## config.mk

```make
export PLATFORM = sky130hd
export DESIGN_NAME = dfx_packet_encap
export DESIGN_NICKNAME = d
export VERILOG_FILES = /design/src/rtl/dfx_packet_encap.sv
export SDC_FILE = /design/constraint.sdc
export NUM_CORES = 1
export LEC_CHECK = 0
export CORE_MARGIN = 1.5
export CORE_UTILIZATION = 33
export DETAILED_ROUTE_END_ITERATION = 8
export MAX_ROUTING_LAYER = met4
export PLACE_DENSITY = 0.78
export SETUP_SLACK_MARGIN = 0.02
export SYNTH_ARGS = -nofsm -noshare
export SYNTH_HDL_FRONTEND = slang
export SYNTH_SLANG_ARGS = --single-unit
```

## constraint.sdc

```tcl
create_clock -name clk -period 2.2 [get_ports clk]
set_input_delay 0.44 -clock clk [delete_from_list [all_inputs] [get_ports clk]]
set_output_delay 0.44 -clock clk [all_outputs]
set_load 0.05 [all_outputs]
```

## src/rtl/dfx_packet_encap.sv

```systemverilog
// DFX packet encapsulator: builds one header flit plus NUMBER_PACKET payload flits
// from the local DFX source and writes them into router input port 0 FIFO.
module dfx_packet_encap #(
    parameter int AURORA_DATA_WIDTH = 64,
    parameter int ADDR_WIDTH        = 10,
    parameter int NUMBER_PACKET     = 19,
    parameter int CNT_WIDTH         = 8
) (
    input  logic                         clk,
    input  logic                         rst,
    input  logic                         encap_start,
    input  logic [ADDR_WIDTH-1:0]        router_dst_addr_send,
    input  logic [8:0]                   header_pkt_send,
    output logic                         ready_encap_dfx,
    input  logic [AURORA_DATA_WIDTH-1:0] src_data,
    input  logic                         src_valid,
    output logic                         src_ready,
    input  logic                         full_input_port_0,
    output logic                         wr_input_port_0,
    output logic [AURORA_DATA_WIDTH-1:0] data_input_port_0,
    output logic                         encap_busy,
    output logic                         encap_done,
    output logic [CNT_WIDTH-1:0]         pkt_sent_cnt
);

    localparam int FLIT_W = (NUMBER_PACKET > 1) ? $clog2(NUMBER_PACKET) : 1;
    localparam logic [FLIT_W-1:0] LAST_FLIT = FLIT_W'(NUMBER_PACKET - 1);

    typedef enum logic [1:0] {
        ST_IDLE    = 2'd0,
        ST_HDR     = 2'd1,
        ST_PAYLOAD = 2'd2,
        ST_DONE    = 2'd3
    } state_t;

    state_t                  state_r;
    state_t                  next_state_s;
    logic [FLIT_W-1:0]       flit_cnt_r;
    logic [ADDR_WIDTH-1:0]   dst_r;
    logic [8:0]              hdr_r;
    logic [CNT_WIDTH-1:0]    pkt_cnt_r;
    logic                    wr_s;
    logic [AURORA_DATA_WIDTH-1:0] data_s;
    logic                    src_ready_s;
    logic                    flit_adv_s;

    // Header flit: type 2'b01, header field, destination address, upper bits zero.
    function automatic logic [AURORA_DATA_WIDTH-1:0] build_header(
        input logic [ADDR_WIDTH-1:0] dst,
        input logic [8:0]            hdr
    );
        logic [AURORA_DATA_WIDTH-1:0] flit;
        flit                   = '0;
        flit[1:0]              = 2'b01;
        flit[10:2]             = hdr;
        flit[ADDR_WIDTH+10:11] = dst;
        return flit;
    endfunction

    // Next-state decode and FIFO/source handshake, all gated by FIFO full.
    always_comb begin
        next_state_s = state_r;
        wr_s         = 1'b0;
        data_s       = '0;
        src_ready_s  = 1'b0;
        flit_adv_s   = 1'b0;
        case (state_r)
            ST_IDLE: begin
                if (encap_start) begin
                    next_state_s = ST_HDR;
                end else begin
                    next_state_s = ST_IDLE;
                end
            end
            ST_HDR: begin
                if (!full_input_port_0) begin
                    wr_s         = 1'b1;
                    data_s       = build_header(dst_r, hdr_r);
                    next_state_s = ST_PAYLOAD;
                end else begin
                    next_state_s = ST_HDR;
                end
            end
            ST_PAYLOAD: begin
                src_ready_s = !full_input_port_0;
                if (src_valid && !full_input_port_0) begin
                    wr_s       = 1'b1;
                    data_s     = src_data;
                    flit_adv_s = 1'b1;
                    if (flit_cnt_r == LAST_FLIT) begin
                        next_state_s = ST_DONE;
                    end else begin
                        next_state_s = ST_PAYLOAD;
                    end
                end else begin
                    next_state_s = ST_PAYLOAD;
                end
            end
            ST_DONE: begin
                next_state_s = ST_IDLE;
            end
            default: begin
                next_state_s = ST_IDLE;
            end
        endcase
    end

    // State register, request capture, flit and completed-packet counters.
    always_ff @(posedge clk) begin
        if (rst) begin
            state_r    <= ST_IDLE;
            flit_cnt_r <= '0;
            dst_r      <= '0;
            hdr_r      <= '0;
            pkt_cnt_r  <= '0;
        end else begin
            state_r <= next_state_s;
            if ((state_r == ST_IDLE) && encap_start) begin
                dst_r      <= router_dst_addr_send;
                hdr_r      <= header_pkt_send;
                flit_cnt_r <= '0;
            end else if (flit_adv_s) begin
                flit_cnt_r <= flit_cnt_r + FLIT_W'(1);
            end
            if (state_r == ST_DONE) begin
                pkt_cnt_r <= pkt_cnt_r + CNT_WIDTH'(1);
            end
        end
    end

    assign ready_encap_dfx   = (state_r == ST_IDLE);
    assign encap_busy        = (state_r != ST_IDLE);
    assign encap_done        = (state_r == ST_DONE);
    assign pkt_sent_cnt      = pkt_cnt_r;
    assign wr_input_port_0   = wr_s;
    assign data_input_port_0 = data_s;
    assign src_ready         = src_ready_s;

endmodule

```

==> impl_metrics.py <==
metrics = {
    "outcome": {
        "status": "finished, violations left",
        "violations": "negative setup slack",
    },
    "global_routing": {
        "grt_antenna_before_repair": 0,
        "grt_start_max_net_pins": 25,
        "track_usage_pct": 28.63,
        "grt_pass1_vias": 2614,
        "overflow": 0,
        "use_met3_pct": 6.023,
        "top_usage_layer": "met2",
        "grt_use_met2_pct": 51.34,
        "met1_usage_pct": 31.67,
        "grt_pass1_wl_um": 13740,
    },
    "yosys": {
        "yosysTopAreaCell": "dfxtp_1",
        "yosysWarnings": 0,
        "yosysMostFrequentCell": "and3_1",
        "synth.avg_cell_area_um2": 7.923,
        "synth_top_area_share_pct": 34.37,
        "ys_seq_elements": 34,
        "ys_top_cells_by_area": "dfxtp_1 34%, and3_1 14%, a22o_1 8.4%, nand2_1 8.1%, a21oi_1 7.1%",
        "synth-async-reset-ratio_pct": 0,
        "synth_cell_types": 31,
        "ys_top_cells_by_count": "44 x and3_1, 43 x nand2_1, 34 x dfxtp_1",
        "syn-num-nets": 346,
        "synth-edff-count": 0,
        "syn_inst": 250,
        "synth-main-ff-cell": "dfxtp_1",
        "seq_area_frac_synth_pct": 34.37,
        "synth_area_mm2": 0.001981,
    },
    "floorplanning": {
        "rows": 28,
        "io_pins": 165,
        "coreArea_mm2": 0.005851,
        "initial_utilization_pct": 33.85,
        "dieArea_mm2": 0.006475,
        "chipHeight_um": 80.47,
        "die_w_um": 80.47,
    },
    "cells_and_area": {
        "n_fill_cell": 287,
        "diodes": 0,
        "area_delta_synth_final_pct": 152.6,
        "layout-drive-gt1-share_pct": 38.64,
        "final_nets": 522,
    },
    "drt": {
        "vias": 2821,
        "wirelength_um": 11000,
        "initialDrtViolationCount": 229,
        "postRouteAntennaNets": 0,
        "drt-pass1-iter-count": 4,
        "viasPerCell": 5.620,
        "route.detailed.drc": 0,
        "routedWlPerCell_um": 21.90,
    },
    "placement": {
        "dp_slack_ns": -0.1160,
        "dp_hpwl_um": 5755,
        "port_buffers": 164,
        "gp_congestion": 0.7579,
    },
    "timing": {
        "worst_hold_slack_ns": 0.4667,
        "fin_ws_ns": -0.04241,
        "relSlewSlack_pct": 67.08,
        "hold_viol": 0,
        "post-route-period-util_pct": 101.9,
        "rsz0062_at_grt": "true",
        "tightestPinTransition_ns": 0.4923,
        "max_freq_mhz": 446.0,
        "period_minus_slack_ns": 2.242,
        "setup_viol": 10,
        "slew_violations": 0,
        "skew_ns": 0.009341,
    },
    "power_and_ir_drop": {
        "pwr_density_cell_mw_per_mm2": 364.6,
        "ir_drop_v": 0.0003858,
        "power.leakage_nw": 1.958,
    },
    "clock_network": {
        "path_clk_slew_ns": 0.07,
        "cts_tree": "done",
        "clk_latency_ns": 0.29,
        "cts_buffer_depth": 2,
        "cts.htree.levels": 2,
        "cts.sinks": 34,
        "cts_buffers": 5,
        "hold_buffers": 0,
        "root_buffer": "clkbuf_8",
    },
    "worst_setup_path": {
        "end_kind": "primary output",
        "cp.required_ns": 1.76,
        "crit_family": "simple AND/OR/NAND/NOR gates",
        "cpMaxStageDelayCell": "dfxtp_2",
        "slowest_delay_ns": 0.37,
        "cp_common_cell": "buf_12",
        "crit_path_start_kind": "flop",
        "arrival_ns": 1.80,
        "path_max_fanout": 5,
        "critPathKind": "reg2out",
        "critPathBufInv": 3,
        "path_cells": "inv_4, ha_4, and3b_4, buf_12, and2_4, a22o_1, buf_12",
    },
    "run": {
        "maxCapViolations": 0,
    },
    "worst_hold_path": {
        "hold_path.class": "reg2reg",
    },
}
## final cells by class
cell class                      count  area [um2]  area share, %
Inverter                            6       25.02         0.5002
Timing Repair Buffer              185        2570          51.38
Multi-Input combinational cell    194        1493          29.84
Tap cell                           75       93.84          1.876
Clock buffer                        5       68.82          1.376
Sequential cell                    34       683.2          13.66
Clock inverter                      3       68.82          1.376
## metrics by stage
step	setup TNS, ns	instances	area, um2	total power, mW	util (%)
global placement	-1.790	479	4365	1.030	74.62
detailed placement	-3.433	479	4365	1.040	74.62
finish	-0.1804	502	5002	1.824	85.50
global route	-0.8733	502	5002	1.870	85.50
floorplan	0	250	1983	0.8097	-
CTS	0	498	4836	1.761	82.66
## sequential cells by signal, summed over array words and instances, names as in the netlist, named ones only
signal	count
dst_r	10
pkt_sent_cnt	8
state_r	1
flit_cnt_r	5
hdr_r	9
## cells in the final DEF, fill, tap and decap left out, drive strengths merged, types with 7 or more instances in the layout
cell           instances
and3                  44
dfxtp                 34
and2                   9
a22o                  19
nand2                 43
buf                   88
clkbuf                 7
ha                     8
nor2                   8
a21oi                 28
clkdlybuf4s50         93
## routing by layer
| layer | up-vias | wire, um |
|---|---|---|
| met5 | - | 0 |
| met4 | 0 | 495 |
| met3 | 54 | 738 |
| met2 | 187 | 6060 |
| met1 | 1343 | 3701 |
| li1 | 1237 | - |
## worst register-to-register path, cell delays in order, from the launching register on
cell       delay (ns)
dfxtp_2          0.39
ha_4             0.16
and3b_4          0.26
buf_6            0.14
clkbuf_16        0.16
buf_4            0.13
nand4_1          0.15
a221oi_2         0.25
## what timing repair did
item / in CTS / in global routing
endpoints found under the setup margin: 65 / 65
hold endpoints to repair: 0 / 0
gates resized for setup: 53 / 28
pin swaps: 23 / 11
gates cloned: 7 / 2
setup buffers: 5 / 2
## final timing paths
kind              slack [ns]                    end  cells past startpoint                  start
setup / recovery       -0.04  data_input_port_0[20]                      7  state_r[0]$_SDFF_PP0_
hold / removal          0.47  hdr_r[7]$_SDFFE_PP0P_                      2  hdr_r[7]$_SDFFE_PP0P_
setup reg to reg        0.47  state_r[0]$_SDFF_PP0_                      7                   flop
hold reg to reg         0.47  hdr_r[7]$_SDFFE_PP0P_                      2  hdr_r[7]$_SDFFE_PP0P_
## where the power goes
group	internal (mW)	switching (mW)	leakage (nW)
Combinational	0.250	0.217	1.61
Clock	0.454	0.243	0.0683
Sequential	0.642	0.0177	0.278
Total	1.35	0.477	1.96
## kinds of logic after synthesis
| family | after synthesis | synth area share [%] |
|---|---|---|
| xor gates and xnor gates | 4 | 1.769 |
| muxes | 2 | 1.011 |
| buffers and inverters | 28 | 7.265 |
| and+or+nand+nor | 119 | 32.41 |
| AOI/OAI and AO/OA | 55 | 18.13 |
| DFF | 34 | 34.36 |
| adders and majority gates | 8 | 5.054 |
(Power assumes the default switching activity.)
